===== config.mk =====
export PLATFORM = sky130hd
export DESIGN_NAME = hard_mem_1rw_d512_w64_arb
export DESIGN_NICKNAME = d
export VERILOG_FILES = /design/src/rtl/hard_mem_arb_pkg.sv /design/src/rtl/hard_mem_arb_rr.sv /design/src/rtl/hard_mem_1rw_d512_w64_arb.sv
export SDC_FILE = /design/constraint.sdc
export NUM_CORES = 1
export LEC_CHECK = 0
export CAP_MARGIN = 0
export CORE_AREA = 2 2 142 144
export DETAILED_ROUTE_END_ITERATION = 16
export DIE_AREA = 0 0 144 146
export HOLD_SLACK_MARGIN = 0.08
export PLACE_DENSITY = 0.61
export RECOVER_POWER = 100
export SYNTH_ARGS = -nofsm -noshare
export SYNTH_HDL_FRONTEND = slang
export SYNTH_HIERARCHICAL = 1
export SYNTH_SLANG_ARGS = --single-unit

===== constraint.sdc =====
create_clock -name clk_i -period 2.5 [get_ports clk_i]
set_clock_uncertainty 0.1 [all_clocks]
set_input_delay 0.5 -clock clk_i [delete_from_list [all_inputs] [get_ports clk_i]]
set_output_delay 0.5 -clock clk_i [all_outputs]
set_load 0.1 [all_outputs]

===== src/rtl/hard_mem_arb_pkg.sv =====
// Shared constants and types for the arbitrated 1RW memory front end.
// The response struct is sized for the default width and the maximum number of requesters, which is four.
package hard_mem_arb_pkg;

  localparam int hmem_width_gp   = 64;
  localparam int hmem_els_gp     = 512;
  localparam int hmem_max_req_gp = 4;

  typedef logic [$clog2(hmem_max_req_gp)-1:0] req_idx_t;

  typedef struct packed {
    req_idx_t                 owner;
    logic [hmem_width_gp-1:0] data;
  } resp_s;

endpackage


===== src/rtl/hard_mem_arb_rr.sv =====
// Round-robin picker: the first eligible requester after last_i, wrapping, wins.
module hard_mem_arb_rr
  import hard_mem_arb_pkg::*;
#(
  parameter int num_req_p = 2
) (
  input  logic [num_req_p-1:0] elig_i,
  input  req_idx_t             last_i,
  output logic [num_req_p-1:0] grant_o,
  output req_idx_t             idx_o
);

  logic w_found;

  // Visit the candidates in priority order; the index is compared rather than used to select bits.
  always_comb begin
    grant_o = '0;
    idx_o   = last_i;
    w_found = 1'b0;
    for (int off = 1; off <= num_req_p; off++) begin
      for (int k = 0; k < num_req_p; k++) begin
        if (!w_found && elig_i[k] && (k == (int'(last_i) + off) % num_req_p)) begin
          w_found    = 1'b1;
          grant_o[k] = 1'b1;
          idx_o      = req_idx_t'(k);
        end
      end
    end
  end

endmodule


===== src/rtl/hard_mem_1rw_d512_w64_arb.sv =====
// Arbitrates several requesters onto one 1RW synchronous-read memory.
// Only one read is outstanding at a time, and its response waits until the requester consumes it.
module hard_mem_1rw_d512_w64_arb
  import hard_mem_arb_pkg::*;
#(
  parameter  int width_p       = hmem_width_gp,
  parameter  int els_p         = hmem_els_gp,
  parameter  int num_req_p     = 2,
  localparam int addr_width_lp = $clog2(els_p)
) (
  input  logic                             clk_i,
  input  logic                             reset_i,
  input  logic [num_req_p-1:0]             v_i,
  input  logic [num_req_p-1:0]             w_i,
  input  logic [num_req_p*addr_width_lp-1:0] addr_i,
  input  logic [num_req_p*width_p-1:0]     data_i,
  output logic [num_req_p-1:0]             yumi_o,
  output logic [num_req_p-1:0]             v_o,
  output logic [width_p-1:0]               data_o,
  input  logic [num_req_p-1:0]             yumi_i,
  output logic                             mem_v_o,
  output logic                             mem_w_o,
  output logic [addr_width_lp-1:0]         mem_addr_o,
  output logic [width_p-1:0]               mem_data_o,
  input  logic [width_p-1:0]               mem_data_i
);

  logic                 r_inflight;
  req_idx_t             r_rd_owner;
  req_idx_t             r_last;
  logic                 r_resp_v;
  resp_s                r_resp;

  logic [num_req_p-1:0] w_elig;
  logic [num_req_p-1:0] w_grant;
  logic [num_req_p-1:0] w_owner_hot;
  req_idx_t             w_idx;
  logic                 w_resp_pop;
  logic                 w_read_ok;
  logic                 w_acc_read;

  // Consumption only counts on the owner's bit, so a stray yumi_i is ignored.
  assign w_resp_pop = |(v_o & yumi_i);
  assign w_read_ok  = ~r_inflight & (~r_resp_v | w_resp_pop);

  generate
    for (genvar gi = 0; gi < num_req_p; gi++) begin : g_req
      assign w_owner_hot[gi] = (r_resp.owner == req_idx_t'(gi));
      assign v_o[gi]         = r_resp_v & w_owner_hot[gi];
      assign w_elig[gi]      = v_i[gi] & (w_i[gi] | w_read_ok);
    end
  endgenerate

  hard_mem_arb_rr #(.num_req_p(num_req_p)) u_rr (
    .elig_i  (w_elig),
    .last_i  (r_last),
    .grant_o (w_grant),
    .idx_o   (w_idx)
  );

  assign yumi_o     = w_grant & ~{num_req_p{reset_i}};
  assign mem_v_o    = (|w_grant) & ~reset_i;
  assign w_acc_read = |(w_grant & ~w_i);
  assign data_o     = r_resp.data;

  always_comb begin
    mem_w_o    = 1'b0;
    mem_addr_o = '0;
    mem_data_o = '0;
    for (int k = 0; k < num_req_p; k++) begin
      if (w_grant[k]) begin
        mem_w_o    = w_i[k];
        mem_addr_o = addr_i[k*addr_width_lp +: addr_width_lp];
        mem_data_o = data_i[k*width_p +: width_p];
      end
    end
  end

  // mem_data_i is captured at the end of the in-flight cycle, before any write issued in that cycle has landed.
  always_ff @(posedge clk_i or posedge reset_i) begin
    if (reset_i) begin
      r_inflight <= 1'b0;
      r_rd_owner <= '0;
      r_last     <= req_idx_t'(num_req_p - 1);
      r_resp_v   <= 1'b0;
      r_resp     <= '0;
    end else begin
      if (|w_grant) r_last <= w_idx;
      r_inflight <= w_acc_read;
      if (w_acc_read) r_rd_owner <= w_idx;
      if (r_inflight) begin
        r_resp_v     <= 1'b1;
        r_resp.owner <= r_rd_owner;
        r_resp.data  <= mem_data_i;
      end else if (w_resp_pop) begin
        r_resp_v <= 1'b0;
      end
    end
  end

endmodule


==> flow_summary.toml <==
[final_layout]
stdcell_count = 922
layout.nets = 870
fillers = 1652
utilization_pct = 49.7
drive_above_1_share_pct = 54.6
area_delta_synth_final_pct = 131

[timing]
slew_violations = 0
fmax_mhz = 317
rsz0062_at_grt = "true"
period_needed_ns = 3.16
final_hold_viol_count = 0
finalCritPeriodShare_pct = 126
setup_tns_ns = -45.61
holdWs_ns = 0.403
worst_pin_slew_ns = 0.786
setup_ws_ns = -0.659
slew_headroom_pct = 47.6
finalSetupViolCount = 79

[place]
dp_hpwl_um = 15100
post-place-ws_ns = -0.799
gp_routability_congestion = 0.883
dp.cells = 883
portBuffers = 360

[detailed_routing]
num_vias = 3909
wl_per_cell_um = 21.1
viasPerCell = 4.24
wirelength_um = 19500
firstDrtPassIters = 4
drtIter0Drc = 80
drc = 0
final_antenna_net_count = 0

[power]
p_per_area_nw_per_um2 = 1510
peakVddDrop_uv = 564
leakage_nw = 4.18

[clocking]
clock_latency_ns = 0.32
cts_buffers = 9
clockRootBuffer = "clkbuf_16"
cts_tree = "yes"
path_clk_slew_ns = 0.05
ctsHoldBuffers = 0
clock_path_buffers = 2
htreeDepth = 3
cts_sinks = 72

[floorplanning]
die_w_um = 144
fp.dieArea_um2 = 21000
ios = 361
initial_utilization_pct = 21.5
core-area_um2 = 19300
rows = 51
die_y_um = 146

[synthesis]
synth_seq_cells = 72
synth_xor_area_share_pct = 0
yosys_warnings = 6
ys_types = 26
ys_seq_area_share_pct = 43.5
yosys.area_share.simple_pct = 1.75
syn_area_um2 = 4150
synthAdderAreaFrac_pct = 0
synth-compound-area-share_pct = 16.9
muxShareOfSynthArea_pct = 22.0
syn_inst = 328
synth_top_family_by_area = "multiplexers"
synth_nets = 546
syn_avg_cell_area_um2 = 12.6

[global_route]
grt_pass1_vias = 4303
overflow = 0
grt_usage_pct = 17.8
grt_first_pass_wirelength_um = 27400
antenna_found_initial = 1
grt_max_degree = 50

[outcome]
status = "finished with violations"
violations = "setup timing"

[worst_setup_path]
path_cells = "dlygate4sd2_1 -> mux2i_2 -> o22ai_4 -> o21a_1 -> nand2b_1 -> and2_4 -> inv_4 -> nor2_4 -> buf_8 -> buf_8 -> buf_12 -> a22o_1 -> buf_12"
start_kind = "primary input"
cp.required_ns = 1.90
cp_slowest_stage_delay_ns = 0.27
critPathKind = "primary input to output pin"
critPathSlowestCell = "dlygate4sd2_1"
worst_setup_path_end_kind = "output pin"
worst-r2r-setup-slack_ns = -0.10
crit_arrival_ns = 2.56
crit_fanout = 7

[hold_path]
hold_class = "register to register"

[run]
drv_cap = 0
[logic make-up after synthesis]
group           after synthesis
mux                          71
compound gates               81
buf+inv                      92
flops                        72
simple gates                 12
[stage by stage]
step / power, mW / area [um^2]
2_1_floorplan: 10.1 / 4330
3_3_place_gp: 12.4 / 8430
3_5_place_dp: 12.4 / 8430
4_1_cts: 14.5 / 9460
5_1_grt: 14.9 / 9600
6_report: 14.5 / 9600
[critical path, delay by kind of cell]
| family | cells | cell delay [ns] |
|---|---|---|
| buffers and inverters | 6 | 0.89 |
| AO/OA/AOI/OAI | 3 | 0.52 |
| AND/OR/NAND/NOR | 3 | 0.38 |
| multiplexers | 1 | 0.25 |
[repair_timing]
item | 4_1_cts | 5_1_grt
endpoints found under the hold margin | 0 | 0
pin swaps | 10 | 9
endpoints found under the setup margin | 79 | 79
gates cloned | 8 | 2
resized for setup | 71 | 16
setup buffers | 9 | 7
[worst paths after layout]
kind	from	endpoint	cells after the start
min	data_o[52]	data_o[52]	1
min reg2reg	data_o[52]	data_o[52]	1
min in group asynchronous	reset_i	data_o[47]	2
max reg2reg	r_inflight	r_rd_owner[1]	11
max in group asynchronous	reset_i	r_last[0]	3
max	yumi_i[0]	mem_addr_o[6]	13
[report_power, final]
group	internal, mW	switching [mW]	leakage (nW)	total [mW]
combinational	3.66	7.52	3.17	11.2
clock	0.894	0.461	0.155	1.35
sequential	1.68	0.298	0.847	1.98
[cells in the final DEF, fill, tap and decap left out, types with 2 or more instances in the layout]
cell / instances
clkdlybuf4s50_1: 214
buf_12: 86
buf_4: 82
dfrtp_1: 70
a22o_4: 54
mux2_2: 38
mux2_4: 32
a22o_2: 18
clkbuf_16: 11
buf_16: 8
nor2_4: 3
inv_1: 3
buf_8: 3
o22ai_4: 2
bufinv_16: 2
dlygate4sd2_1: 2
buf_6: 2
[flip-flops by register name, indices dropped and copies added, names as in the netlist]
name	flops
data_o	64
r_last	2
r_rd_owner	2
r_resp	2
r_inflight	1
r_resp_v	1
[per-layer routing]
layer	GRT usage, %	wire length (um)
met5	0	0
met4	5.29	331
met3	4.80	1520
met2	35.5	11300
met1	17.2	6380
[Yosys cell counts]
library cell	count	area share [%]
clkbuf_1	2	0.18
and3b_1	1	0.21
nand2_1	2	0.18
mux2_4	30	11
nor2_1	3	0.27
nand2b_1	1	0.15
dfrtp_1	71	43
inv_2	2	0.18
or2_0	1	0.15
o22ai_1	1	0.15
o22ai_4	1	0.48
a22o_1	73	15
nor3b_1	2	0.36
inv_1	3	0.27
buf_4	73	13
o21ai_0	2	0.24
a21boi_0	1	0.18
o21a_1	2	0.36
and2_1	1	0.15
mux2i_1	1	0.24
nor2_4	1	0.27
buf_6	4	1.1
dfstp_2	1	0.63
mux2_2	40	11
buf_2	8	0.97
a21oi_1	1	0.12
[cell type report]
cell class | instances | area (um^2) | share of cell area [%]
tap | 265 | 332 | 3.45
multi-input combinational | 164 | 2260 | 23.6
inverter | 5 | 33.8 | 0.352
clock inverter | 5 | 81.3 | 0.847
timing repair buffer | 400 | 4840 | 50.5
antenna | 1 | 2.50 | 0.0261
clock buffer | 10 | 239 | 2.49
sequential | 72 | 1810 | 18.8
No activity file was read; power rests on OpenSTA's default activity.
==> RTL change 1 (config.mk and constraints unchanged) <==
`num_req_p` is set to 2 in 2 places; all go to 1.
--- a/src/rtl/hard_mem_arb_rr.sv
+++ b/src/rtl/hard_mem_arb_rr.sv
@@ -3,5 +3,5 @@
   import hard_mem_arb_pkg::*;
 #(
-  parameter int num_req_p = 2
+  parameter int num_req_p = 1
 ) (
   input  logic [num_req_p-1:0] elig_i,
--- a/src/rtl/hard_mem_1rw_d512_w64_arb.sv
+++ b/src/rtl/hard_mem_1rw_d512_w64_arb.sv
@@ -6,5 +6,5 @@
   parameter  int width_p       = hmem_width_gp,
   parameter  int els_p         = hmem_els_gp,
-  parameter  int num_req_p     = 2,
+  parameter  int num_req_p     = 1,
   localparam int addr_width_lp = $clog2(els_p)
 ) (
Interface: changed (7 resized); port bits go from 361 to 283. The function was not compared with the original's and may differ.
==> RTL change 1 against the unedited design <==
- the flow still finishes with violations (negative setup slack)
- sequential share of layout area grew 5.7 points
- synthesized area shrank 9.2%
- setup slack better by 0.61 ns
- first-iteration DRC count down 28%
- routed wire length is 37% lower
- sequential cell count did not move
- final area down 23%
- maximum frequency grew 24%
- critical endpoint is now yumi_o
Power is not compared: it rests on default switching activity, and its combinational part moved more than twofold at a synthesized area within 25%.
==> RTL change 1: results (changes against the unedited design) <==
grt:
  antenna_found_initial: 0  # was 1
  grt_pass1_wl_um: 18700  # was 27,400 um
  grt_max_degree: 73  # was 50
  grt_pass1_vias: 3290  # was 4,303
  grt_util_all_layers: 0.117  # was 0.178
run_status:
  violations: "negative setup slack"  # unchanged
  outcome: "finished with violations"  # unchanged
synthesis:
  synth_async_sr_flop_share: 1.00  # unchanged
  syn_nets: 451  # was 546
  syn_avg_cell_area_um2: 12.2  # was 12.6 um^2
  ys_seq_area_frac: 0.478  # was 0.435
  synth_common_cells: "74 x and2_1, 72 x dfrtp_1, 66 x buf_4"  # was 73 x a22o_1, 73 x buf_4, 71 x dfrtp_1
  synth_area_leaders: "dfrtp_1 48%, mux2_2 19%, buf_4 13%"  # was dfrtp_1 43%, a22o_1 15%, buf_4 13%
  synthDistinctLibCells: 19  # was 26
sta:
  tightestPinTransition_ns: 1.21  # was 0.786 ns
  setup_ws_ns: -0.0511  # was -0.659 ns
  setup_viol: 43  # was 79
route:
  route.final.wire_length_um: 12300  # was 19,500 um
  vias_per_cell: 3.68  # was 4.24
  dr.first_iter.drc_count: 58  # was 80
worst_hold_path:
  hold_depth: 1  # unchanged
  worstHoldStart: "data_o[13]"  # was data_o[52]
  hold_end: "data_o[13]"  # was data_o[52]
finish:
  drive_above_1_share: 0.499  # was 0.546
  finalNonFillerCells: 804  # was 922
  n_antenna_cell: 0  # was 1
  nNetsFinal: 676  # was 870
  largest_register_ffs: 64  # unchanged
  fillers: 1883  # was 1,652
worst_setup_path:
  crit_arrival_ns: 1.95  # was 2.56 ns
  cp_max_fo: 6  # was 7
  start_kind: "flip-flop"  # was input pin
  worst-r2r-cell-count: 7  # was 11
  setup.worst_path.end: "yumi_o"  # was mem_addr_o[6]
  r2r_setup_slack_ns: 0.26  # was -0.10 ns
  worstSetupStartpoint: "r_inflight"  # was yumi_i[0]
  rr_endpoint: "r_rd_owner[0]"  # was r_rd_owner[1]
clocking:
  clkLatencyLatePin_ns: 0.34  # was 0.32 ns
placement:
  port_buffers: 282  # was 360
  dp_hpwl_um: 9380  # was 15,100 um
  dpl.cell_count: 779  # was 883
  gp_congestion: 0.806  # was 0.883
power_and_ir_drop:
  leakagePower_nw: 3.11
==> RTL change 1: cell types whose count changed after synthesis, moves of 3 or more <==
cell     unedited run  this run
buf_4              73        66
a22o_1             73         0
nor2b_1             0         3
and2_1              1        74
mux2_4             30         8
buf_6               4         1
mux2_2             40        62
==> RTL change 1: cell families (layout without fill, tap and decap cells) <==
kind of cell,count (synthesis),count (layout),share of synthesized area
buffers and inverters,83,313,0.161
AND/OR/NAND/NOR,82,82,0.139
flip-flops,72,72,0.478
multiplexers,70,70,0.217
AO/OA/AOI/OAI,2,2,0.00432
==> RTL change 1: power by group <==
part | switching, mW | total, mW | leakage (nW) | internal [mW]
Sequential | 0.0972 | 1.46 | 0.859 | 1.36
Combinational | 2.38 | 3.23 | 2.12 | 0.855
Clock | 0.534 | 1.22 | 0.131 | 0.688
Total | 3.01 | 5.91 | 3.11 | 2.90
==> RTL change 1: area by class of cell <==
class | count | area share
well taps | 265 | 0.0451
multi-input cells | 154 | 0.209
clock buffers | 9 | 0.0306
flip-flops and latches | 72 | 0.245
repair buffers | 296 | 0.462
inverters | 1 | 0.000680
clock inverters | 7 | 0.00816
==> RTL change 1: repair_timing <==
| item | in CTS | in global routing |
|---|---|---|
| cloned | 4 | 0 |
| resized for setup | 34 | 15 |
| hold buffers | 0 | 0 |
| pin swaps | 2 | 7 |
| setup endpoints to repair | 76 | 76 |
| setup buffers | 6 | 2 |
==> RTL change 1: layer usage <==
| metal | track usage | wire length, um | vias to the layer above |
|---|---|---|---|
| li1 | - | - | 1387 |
| met1 | 0.126 | 4470 | 1436 |
| met2 | 0.214 | 6780 | 121 |
| met3 | 0.0339 | 792 | 18 |
| met4 | 0.0436 | 218 | 0 |
| met5 | 0 | 0 | - |
==> RTL change 1: critical path, cell delays in order, from the launching register on <==
cell     delay [ns]
dfrtp_2        0.43
nor4b_4        0.32
o31a_4         0.21
buf_8          0.13
buf_12         0.12
nor2b_4        0.20
buf_12         0.19
==> RTL change 1: stage by stage <==
step | hold slack [ns] | setup TNS, ns | utilization | setup slack, ns | instance area (um^2)
floorplan | 0.363 | -0.383 | - | -0.383 | 3910
global placement | 0.382 | -6.51 | 0.369 | -0.131 | 7140
detailed placement | 0.388 | -7.97 | 0.369 | -0.182 | 7140
CTS | 0.403 | -0.657 | 0.397 | -0.0620 | 7670
global route | 0.423 | -5.69 | 0.381 | -0.125 | 7360
finish | 0.390 | -0.393 | 0.381 | -0.0511 | 7360
==> RTL change 2 (config.mk and constraints unchanged) <==
Made on the original files. Register the input `v_i` before use, without a reset. The logic sees it one clock later. The other inputs are not delayed to match.
--- a/src/rtl/hard_mem_1rw_d512_w64_arb.sv
+++ b/src/rtl/hard_mem_1rw_d512_w64_arb.sv
@@ -26,4 +26,10 @@
 );
 
+  logic [num_req_p-1:0] v_q;
+
+  always_ff @(posedge clk_i) begin
+    v_q <= v_i;
+  end
+
   logic                 r_inflight;
   req_idx_t             r_rd_owner;
@@ -48,5 +54,5 @@
       assign w_owner_hot[gi] = (r_resp.owner == req_idx_t'(gi));
       assign v_o[gi]         = r_resp_v & w_owner_hot[gi];
-      assign w_elig[gi]      = v_i[gi] & (w_i[gi] | w_read_ok);
+      assign w_elig[gi]      = v_q[gi] & (w_i[gi] | w_read_ok);
     end
   endgenerate
Function: changed (a bounded check fails within 4 cycles, from zero or initial values and one cycle with reset_i high).
==> RTL change 2 against the unedited design <==
- the flow still finishes with violations (negative setup slack)
- sequential cell count increased by 2
- setup slack improved by 0.041 ns
- synthesized area increased by 0.97%
- core utilization decreased by 3.2 points
- total power decreased by 6.6%
- final area decreased by 6.4%
- maximum frequency increased by 1.3%
- critical path depth decreased by 1
- final cell count decreased by 1.3%
- register-to-register slack improved by 0.13 ns
- routed wire length decreased by 1.1%
- critical endpoint is now mem_data_o[45]
==> RTL change 2: results (changes against the unedited design) <==
worst_setup_path:
  r2r-start: "r_resp[64]"  # was r_inflight
  worst-r2r-cell-count: 9  # was 11
  cp_max_fo: 5  # was 7
power_and_ir_drop:
  ir_drop_v: 0.000528  # was 0.000564 V
  leakagePower_nw: 3.78  # was 4.18 nW
sta:
  setup_viol: 77  # was 79
  setup_ws_ns: -0.618  # was -0.659 ns
  tns_ns: -41.24  # was -45.61 ns
  fin_hold_ws_ns: 0.391  # was 0.403 ns
  max_slew_margin: 0.210  # was 0.476
synthesis:
  synth_async_sr_flop_share: 0.973  # was 1.00
  syn_nets: 548  # was 546
  ys_seq_area_frac: 0.440  # was 0.435
  synthDistinctLibCells: 27  # was 26
  synth_area_leaders: "dfrtp_1 42%, a22o_1 15%, buf_4 13%"  # was dfrtp_1 43%, a22o_1 15%, buf_4 13%
finish:
  fillers: 1760  # was 1,652
  drive_above_1_share: 0.439  # was 0.546
  nNetsFinal: 858  # was 870
  n_antenna_cell: 0  # was 1
run_status:
  outcome: "finished with violations"  # unchanged
  violations: "negative setup slack"  # unchanged
grt:
  grt_pass1_wl_um: 27500  # was 27,400 um
  grt_util_all_layers: 0.178  # about the same
  grt_pass1_vias: 4293  # was 4,303
  grt_max_degree: 60  # was 50
  antenna_found_initial: 0  # was 1
route:
  vias_per_cell: 4.21  # was 4.24
  route.final.wire_length_um: 19300  # was 19,500 um
  dr.first_iter.drc_count: 88  # was 80
worst_hold_path:
  worstHoldStart: "data_o[7]"  # was data_o[52]
placement:
  gp_congestion: 0.926  # was 0.883
  dp_hpwl_um: 15600  # was 15,100 um
-- RTL change 2: cells by family (layout without fill, tap and decap cells) --
family / count (synthesis) / count (layout) / synth area share
buf+inv: 92 / 407 / 0.157
compound gates: 81 / 81 / 0.168
flops: 74 / 74 / 0.440
mux: 71 / 71 / 0.217
simple gates: 12 / 12 / 0.0173
-- RTL change 2: stage by stage --
step | cell area, um^2 | util | setup slack, ns | instances | power, mW
after floorplan | 4370 | - | -0.456 | 330 | 10.0
after global placement | 8500 | 0.440 | -0.651 | 885 | 12.3
after detailed placement | 8500 | 0.440 | -0.675 | 885 | 12.4
after CTS | 9200 | 0.476 | -0.645 | 910 | 14.1
after global routing | 8990 | 0.465 | -0.722 | 910 | 13.9
final | 8990 | 0.465 | -0.618 | 910 | 13.5
-- RTL change 2: final cells by class --
type                            count  area share
Clock buffer                       10      0.0255
Inverter                            5     0.00237
Tap cell                          265      0.0369
Timing Repair Buffer              386       0.487
Multi-Input combinational cell    164       0.237
Sequential cell                    74       0.205
Clock inverter                      6     0.00654
-- RTL change 2: power breakdown --
group,switching [mW],internal (mW),total (mW)
logic,7.33,2.98,10.3
clock network,0.476,0.767,1.24
registers,0.290,1.71,2.00
total,8.09,5.45,13.5
-- RTL change 2: how the worst max path moves through the flow --
stage	startpoint	to	slack [ns]	cells past startpoint
6_report	r_inflight	mem_data_o[45]	-0.62	12
5_1_grt	r_inflight	mem_addr_o[1]	-0.72	12
4_1_cts	r_inflight	mem_data_o[38]	-0.64	12
3_5_place_dp	yumi_i[1]	mem_addr_o[6]	-0.67	11
3_3_place_gp	yumi_i[1]	mem_addr_o[6]	-0.65	11
2_1_floorplan	yumi_i[1]	mem_addr_o[5]	-0.46	8
-- RTL change 2: timing repair --
action / in CTS / in global routing
cloned: 6 / 0
gates resized for setup: 36 / 11
pin swaps: 6 / 3
setup buffers: 4 / 0
setup endpoints to repair: 79 / 79
-- RTL change 2: critical path, stage by stage (launching register included) --
cell and delay, ns:
dfrtp_4 0.47, or2_1 0.24, o22ai_2 0.14, o21a_1 0.18, nand2b_1 0.08, and2_4 0.17, inv_4 0.06, nor2_4 0.03
buf_12 0.14, buf_12 0.14, buf_16 0.14, a22o_4 0.23, buf_12 0.16
-- RTL change 2: per-layer routing --
metal | wire length, um | share of wire | vias up | GRT usage
met1 | 6850 | 0.35 | 1822 | 0.186
met2 | 10500 | 0.54 | 219 | 0.342
li1 | - | - | 1770 | -
met5 | 0 | 0 | - | 0
met4 | 359 | 0.019 | 0 | 0.0466
met3 | 1590 | 0.083 | 18 | 0.0530
